[src/rtl/therm_n1_load_store.sv]
// Load/store stage: computes the effective address, runs one doubleword access on the
// simple memory bus and returns the extended load result or a fault code.
module therm_n1_load_store #(
    parameter int TIMEOUT_CYCLES = 255
) (
    input  logic        clock,
    input  logic        reset_neg,
    input  logic        req_valid,
    output logic        req_ready,
    input  logic        req_store,
    input  logic [2:0]  req_funct3,
    input  logic [63:0] req_base,
    input  logic [11:0] req_offset,
    input  logic [63:0] req_store_data,
    input  logic [4:0]  req_rd,
    output logic [63:0] mem_address,
    output logic        mem_chip_enable,
    output logic        mem_write_enable,
    output logic [7:0]  mem_byte_enable,
    output logic [63:0] mem_data_store,
    input  logic [63:0] mem_data_load,
    input  logic        mem_ready,
    output logic        resp_valid,
    output logic [1:0]  resp_fault,
    output logic        wb_valid,
    output logic [4:0]  wb_rd,
    output logic [63:0] wb_data
);

    localparam int CNT_W = $clog2(TIMEOUT_CYCLES + 1);
    localparam logic [CNT_W-1:0] CNT_LAST = CNT_W'(TIMEOUT_CYCLES - 1);

    localparam logic [1:0] FAULT_NONE     = 2'd0;
    localparam logic [1:0] FAULT_MISALIGN = 2'd1;
    localparam logic [1:0] FAULT_ILLEGAL  = 2'd2;
    localparam logic [1:0] FAULT_TIMEOUT  = 2'd3;

    typedef enum logic [1:0] {
        IDLE    = 2'd0,
        ACCESS  = 2'd1,
        RESPOND = 2'd2
    } state_t;

    state_t           state, state_nx;
    logic [2:0]       funct3_q, funct3_nx;
    logic             store_q, store_nx;
    logic [2:0]       lane_q, lane_nx;
    logic [CNT_W-1:0] cnt_q, cnt_nx;

    logic [63:0] mem_address_nx;
    logic        mem_chip_enable_nx;
    logic        mem_write_enable_nx;
    logic [7:0]  mem_byte_enable_nx;
    logic [63:0] mem_data_store_nx;
    logic        resp_valid_nx;
    logic [1:0]  resp_fault_nx;
    logic        wb_valid_nx;
    logic [4:0]  wb_rd_nx;
    logic [63:0] wb_data_nx;

    logic signed [63:0] offset_sext;
    logic [63:0]        ea;
    logic               req_illegal;
    logic               req_misaligned;

    // Lane mask for an access of 2**size_log bytes starting at byte lane 'lane'.
    function automatic logic [7:0] lane_mask(input logic [1:0] size_log, input logic [2:0] lane);
        logic [7:0] m;
        case (size_log)
            2'd0:    m = 8'h01;
            2'd1:    m = 8'h03;
            2'd2:    m = 8'h0F;
            default: m = 8'hFF;
        endcase
        return m << lane;
    endfunction

    function automatic logic is_misaligned(input logic [1:0] size_log, input logic [2:0] lo);
        logic r;
        case (size_log)
            2'd0:    r = 1'b0;
            2'd1:    r = lo[0];
            2'd2:    r = |lo[1:0];
            default: r = |lo[2:0];
        endcase
        return r;
    endfunction

    // Shift the addressed bytes down to bit 0, then sign- or zero-extend to 64 bits.
    function automatic logic [63:0] load_extend(input logic [63:0] raw, input logic [2:0] lane,
                                                input logic [2:0] f3);
        logic [63:0] d;
        logic [63:0] r;
        d = raw >> {lane, 3'b000};
        case (f3)
            3'b000:  r = {{56{d[7]}}, d[7:0]};
            3'b001:  r = {{48{d[15]}}, d[15:0]};
            3'b010:  r = {{32{d[31]}}, d[31:0]};
            3'b100:  r = {56'd0, d[7:0]};
            3'b101:  r = {48'd0, d[15:0]};
            3'b110:  r = {32'd0, d[31:0]};
            default: r = d;
        endcase
        return r;
    endfunction

    assign offset_sext    = {{52{req_offset[11]}}, req_offset};
    assign ea             = req_base + offset_sext;
    assign req_illegal    = req_store ? req_funct3[2] : (req_funct3 == 3'b111);
    assign req_misaligned = is_misaligned(req_funct3[1:0], ea[2:0]);
    assign req_ready      = (state == IDLE);

    always_comb begin
        state_nx            = state;
        funct3_nx           = funct3_q;
        store_nx            = store_q;
        lane_nx             = lane_q;
        cnt_nx              = cnt_q;
        mem_address_nx      = mem_address;
        mem_chip_enable_nx  = mem_chip_enable;
        mem_write_enable_nx = mem_write_enable;
        mem_byte_enable_nx  = mem_byte_enable;
        mem_data_store_nx   = mem_data_store;
        resp_valid_nx       = 1'b0;
        resp_fault_nx       = resp_fault;
        wb_valid_nx         = 1'b0;
        wb_rd_nx            = wb_rd;
        wb_data_nx          = wb_data;

        unique case (state)
            IDLE: begin
                if (req_valid) begin
                    funct3_nx = req_funct3;
                    store_nx  = req_store;
                    lane_nx   = ea[2:0];
                    wb_rd_nx  = req_rd;
                    cnt_nx    = '0;
                    // Illegal width takes priority over alignment; either skips the bus.
                    if (req_illegal) begin
                        state_nx      = RESPOND;
                        resp_valid_nx = 1'b1;
                        resp_fault_nx = FAULT_ILLEGAL;
                    end else if (req_misaligned) begin
                        state_nx      = RESPOND;
                        resp_valid_nx = 1'b1;
                        resp_fault_nx = FAULT_MISALIGN;
                    end else begin
                        state_nx            = ACCESS;
                        resp_fault_nx       = FAULT_NONE;
                        mem_chip_enable_nx  = 1'b1;
                        mem_write_enable_nx = req_store;
                        mem_address_nx      = {ea[63:3], 3'b000};
                        mem_byte_enable_nx  = req_store ? lane_mask(req_funct3[1:0], ea[2:0]) : 8'hFF;
                        mem_data_store_nx   = req_store_data << {ea[2:0], 3'b000};
                    end
                end
            end
            ACCESS: begin
                // A completion arriving on the final timeout cycle still counts as a completion.
                if (mem_ready) begin
                    state_nx            = RESPOND;
                    mem_chip_enable_nx  = 1'b0;
                    mem_write_enable_nx = 1'b0;
                    resp_valid_nx       = 1'b1;
                    resp_fault_nx       = FAULT_NONE;
                    wb_valid_nx         = !store_q && (wb_rd != 5'd0);
                    if (!store_q) begin
                        wb_data_nx = load_extend(mem_data_load, lane_q, funct3_q);
                    end
                end else if (cnt_q == CNT_LAST) begin
                    state_nx            = RESPOND;
                    mem_chip_enable_nx  = 1'b0;
                    mem_write_enable_nx = 1'b0;
                    resp_valid_nx       = 1'b1;
                    resp_fault_nx       = FAULT_TIMEOUT;
                end else begin
                    cnt_nx = cnt_q + 1'b1;
                end
            end
            RESPOND: begin
                state_nx = IDLE;
            end
            default: begin
                state_nx = IDLE;
            end
        endcase
    end

    always_ff @(posedge clock or negedge reset_neg) begin
        if (!reset_neg) begin
            state            <= IDLE;
            funct3_q         <= 3'd0;
            store_q          <= 1'b0;
            lane_q           <= 3'd0;
            cnt_q            <= '0;
            mem_address      <= 64'd0;
            mem_chip_enable  <= 1'b0;
            mem_write_enable <= 1'b0;
            mem_byte_enable  <= 8'd0;
            mem_data_store   <= 64'd0;
            resp_valid       <= 1'b0;
            resp_fault       <= 2'd0;
            wb_valid         <= 1'b0;
            wb_rd            <= 5'd0;
            wb_data          <= 64'd0;
        end else begin
            state            <= state_nx;
            funct3_q         <= funct3_nx;
            store_q          <= store_nx;
            lane_q           <= lane_nx;
            cnt_q            <= cnt_nx;
            mem_address      <= mem_address_nx;
            mem_chip_enable  <= mem_chip_enable_nx;
            mem_write_enable <= mem_write_enable_nx;
            mem_byte_enable  <= mem_byte_enable_nx;
            mem_data_store   <= mem_data_store_nx;
            resp_valid       <= resp_valid_nx;
            resp_fault       <= resp_fault_nx;
            wb_valid         <= wb_valid_nx;
            wb_rd            <= wb_rd_nx;
            wb_data          <= wb_data_nx;
        end
    end

endmodule
[config.mk]
export PLATFORM = sky130hd
export DESIGN_NAME = therm_n1_load_store
export DESIGN_NICKNAME = d
export VERILOG_FILES = /design/src/rtl/therm_n1_load_store.sv
export SDC_FILE = /design/constraint.sdc
export NUM_CORES = 1
export LEC_CHECK = 0
export ABC_AREA = 1
export CAP_MARGIN = 20
export CORE_AREA = 10 10 197 199
export DETAILED_ROUTE_END_ITERATION = 7
export DIE_AREA = 0 0 207 209
export GPL_ROUTABILITY_DRIVEN = 0
export PLACE_DENSITY = 0.81
export SLEW_MARGIN = 40
export SYNTH_ARGS = -nofsm -noshare
export SYNTH_HDL_FRONTEND = slang
export SYNTH_SLANG_ARGS = --single-unit
[constraint.sdc]
create_clock -name clock -period 1.9 [get_ports clock]
set_input_delay 0.19 -clock clock [delete_from_list [all_inputs] [get_ports clock]]
set_output_delay 0.19 -clock clock [all_outputs]
set_load 0.02 [all_outputs]
==> flow_metrics.py <==
metrics = {
    "status": {
        "status": "finished with violations",
        "violations": "DRC, setup timing",
    },
    "clocking": {
        "cts.clk_slew.worst_paths_ns": 0.06,
        "htreeDepth": 1,
        "cts.sinks": 225,
        "cts_buffers": 27,
        "cts.path.max_buffers": 3,
        "cts_tree": "yes",
        "cts-root-buf": "clkbuf_16",
        "clk_latency_ns": 0.59,
    },
    "drt": {
        "ant_nets": 0,
        "vias": 22600,
        "remaining_drc_errors": 7,
        "vias_per_cell": 5.65,
        "drtIter0Drc": 2696,
        "avgRoutedWirePerCell_um": 19.5,
        "drt-pass1-iter-count": 8,
        "routed_wl_mm": 78.1,
    },
    "global_route": {
        "use_met1_pct": 38.1,
        "gr-usage-met2_pct": 53.1,
        "grt_pass1_wl_mm": 113,
        "grtUsageTotal_pct": 31.9,
        "met3_usage_pct": 7.14,
        "antenna_found_initial": 7,
        "grt_overflow": 0,
        "grt_pass1_vias": 21400,
        "grt_max_degree": 70,
        "grt-busiest-layer": "met2",
    },
    "power": {
        "leakagePower_nw": 13.6,
        "power_density_nw_per_um2": 1250,
        "vdd_drop_max_mv": 1.00,
        "p_int_mw": 18.3,
        "clkPwrFrac_pct": 16.3,
        "power_mw": 33.0,
        "power_frac_comb_pct": 57.5,
        "power.share.sequential_pct": 26.2,
        "swShare_pct": 44.8,
        "p_sw_mw": 14.8,
    },
    "timing": {
        "clock.fmax_ghz": 0.493,
        "setup_viol": 25,
        "fin_crit_ns": 2.03,
        "slew_violations": 0,
        "final_critical_path_setup_slack_ns": -0.128,
        "finClkSkew_ns": 0.0122,
        "hold_viol": 0,
        "rsz0062_at_grt": "yes",
        "slew-limit-headroom_pct": 56.7,
        "worst_pin_slew_ns": 0.649,
        "finalCritPeriodShare_pct": 107,
    },
    "critical_path": {
        "cp_data_required_time_ns": 2.37,
        "cp_cell_sequence": "clkdlybuf4s50_1 > ha_4 > nand2_1 > nor2_1 > inv_1 > nor3_2 > nand2_2 > nand2_4 > nand2_1 > nand2_1 > nand2_1 > nand3_1 > nand2_1",
        "worst_setup_path_start_kind": "primary input",
        "crit_fanout": 4,
        "max_stage_delay_ns": 0.61,
        "cpMostUsedCell": "nand2_1",
        "cp_top_family": "simple AND/OR/NAND/NOR gates",
        "crit_buf_inv": 2,
        "cp_slowest_cell": "clkdlybuf4s50_1",
        "cp_data_arrival_time_ns": 2.50,
        "cp-end-kind": "flip-flop",
        "crit_type": "primary input to flip-flop",
    },
    "yosys": {
        "syn_inst": 2883,
        "synth_area_leader_cell": "dfrtp_1",
        "synth_seq_cells": 225,
        "ys_types": 43,
        "syn_avg_cell_area_um2": 6.09,
        "netlist_top_cells_area": "dfrtp_1 32%, nand2_1 25%, inv_1 8.0%",
        "ys_seq_area_share_pct": 32.1,
        "synth_top_area_share_pct": 32.1,
        "ys.warnings.count": 0,
        "syn_area_um2": 17600,
    },
    "floorplan": {
        "die_h_um": 209,
        "start_util_pct": 50.1,
        "io_pins": 429,
        "row_count": 69,
        "fp.dieW_um": 207,
        "placeableCoreArea_um2": 35100,
        "die-area_um2": 43300,
    },
    "placement": {
        "dpl.cell_count": 3917,
        "post-place-ws_ns": -0.953,
        "dp_hpwl_mm": 55.8,
        "place_area_um2": 24200,
        "portBuffers": 425,
    },
    "final_layout": {
        "fin_nets": 3798,
        "fin_cells": 4000,
        "area_delta_synth_final_pct": 51.1,
        "fin_area_um2": 26500,
        "drive_gt1_share_pct": 14.2,
    },
    "job": {
        "maxCapViolations": 0,
    },
    "worst_hold_path": {
        "hp-class": "primary input to flip-flop",
    },
}
## logic make-up (layout without fill, tap and decap cells)
logic type	count (synthesis)	after routing	share of synthesized area, %
buffers and inverters	498	1148	11.0
other	1	7	0.0214
DFF	225	225	32.1
muxes	11	11	0.634
AOI/OAI and AO/OA	405	405	12.9
and+or+nand+nor	1645	1645	37.0
adders and majority gates	66	66	4.75
xor gates and xnor gates	32	32	1.64
## Yosys cell counts (all sizes together)
cell    count
nand2    1181
inv       380
nor2      263
dfrtp     225
o21ai     224
nand3     149
a21oi      77
clkbuf     67
ha         65
buf        49
o211ai     35
xnor2      31
nor3       18
a31oi      16
a21boi     13
o22ai      12
or2        12
mux2i      10
nand3b     10
o21a       10
nand4       9
a22oi       7
o211a       4
o21bai      4
clkinv      2
nor4        2
a211oi      1
and2        1
conb        1
fa          1
mux2        1
o31ai       1
o41ai       1
xor2        1
## registers in the layout, indices dropped and copies added (netlist names), 2 cells and up
register and count:
wb_data 64, resp_fault 2, mem_data_store 64, funct3_q 3, wb_rd 5, cnt_q 8, mem_address 61, mem_byte_enable 8
state 2, lane_q 3
## power by group through the flow
stage / Clock (mW) / Combinational (mW) / Sequential [mW]
after floorplan: 0 / 6.12 / 10.6
after global placement: 0 / 16.6 / 8.50
after detailed placement: 0 / 17.0 / 8.51
after CTS: 5.41 / 17.3 / 8.50
after global routing: 5.65 / 20.2 / 8.81
final: 5.39 / 19.0 / 8.65
## timing repair
action | CTS | global route
cloned | 3 | 12
gates resized for setup | 50 | 212
buffers inserted | 8 | 6
pin swaps | 9 | 15
hold buffers | 1 | 0
setup endpoints to repair | 196 | 166
hold endpoints to repair | 78 | 0
## cells in the final DEF (no fill, tap or decap), drive strengths merged, types with 2 or more instances in the layout
cell / count
o21a: 10
nor3: 18
clkinv: 13
o21bai: 4
or2: 12
dfrtp: 225
a21oi: 77
a21boi: 13
o22ai: 12
nor4: 2
nand3b: 10
nor2: 263
buf: 281
o211a: 4
mux2i: 10
a22oi: 7
o211ai: 35
o21ai: 224
dlygate4sd2: 4
clkbuf: 46
inv: 383
diode: 4
dlymetal6s2s: 3
nand3: 149
clkdlybuf4s50: 413
xnor2: 31
bufinv: 2
nand4: 9
a31oi: 16
ha: 65
nand2: 1181
clkinvlp: 2
conb: 3
## worst register-to-register path: stages, from the launching register on
cell and delay (ns):
dfrtp_2 0.51, buf_8 0.20, buf_12 0.16, mux2i_4 0.26, nand2_1 0.07, o21ai_1 0.33
o21ai_0 0.18, nor2_1 0.13, nor2_1 0.04
## worst paths after layout
kind	startpoint	endpoint	slack [ns]	cells after the start
max in group asynchronous	reset_neg	mem_address[62]$_DFFE_PN0P_	1.02	3
worst min-delay path	req_rd[4]	wb_rd[4]$_DFFE_PN0P_	0.16	3
worst max register to register	lane_q[0]$_DFFE_PN0P_	wb_data[34]$_DFFE_PN0P_	-0.08	8
worst max-delay path	req_base[27]	mem_address[46]$_DFFE_PN0P_	-0.13	13
min in group asynchronous	reset_neg	wb_data[61]$_DFFE_PN0P_	0.18	2
worst min register to register	mem_address[34]$_DFFE_PN0P_	mem_address[34]$_DFFE_PN0P_	0.47	2
## layer usage
layer  wire length (um)  up-vias
met1              28400    10300
met4               4780        8
met5                 77        -
met2              36000     1608
met3               8890      386
li1                   -    10300
## final cells by class
cell class	instances	area (um2)
diodes	4	10.0
multi-input cells	2162	10800
well taps	461	577
repair buffers	715	7070
clock buffers	33	738
inverters	382	1470
flip-flops and latches	225	5630
repair inverters	2	22.5
fillers	2520	8520
clock inverters	16	169
## per-stage QoR
step	hold slack [ns]	setup TNS [ns]	util, %
floorplan	-0.106	-26.82	-
global placement	0.214	-118.10	69.0
detailed placement	0.216	-135.50	69.0
CTS	0.138	0	72.4
global route	0.149	-4.80	75.7
finish	0.159	-1.29	75.7
(Power assumes the default switching activity.)
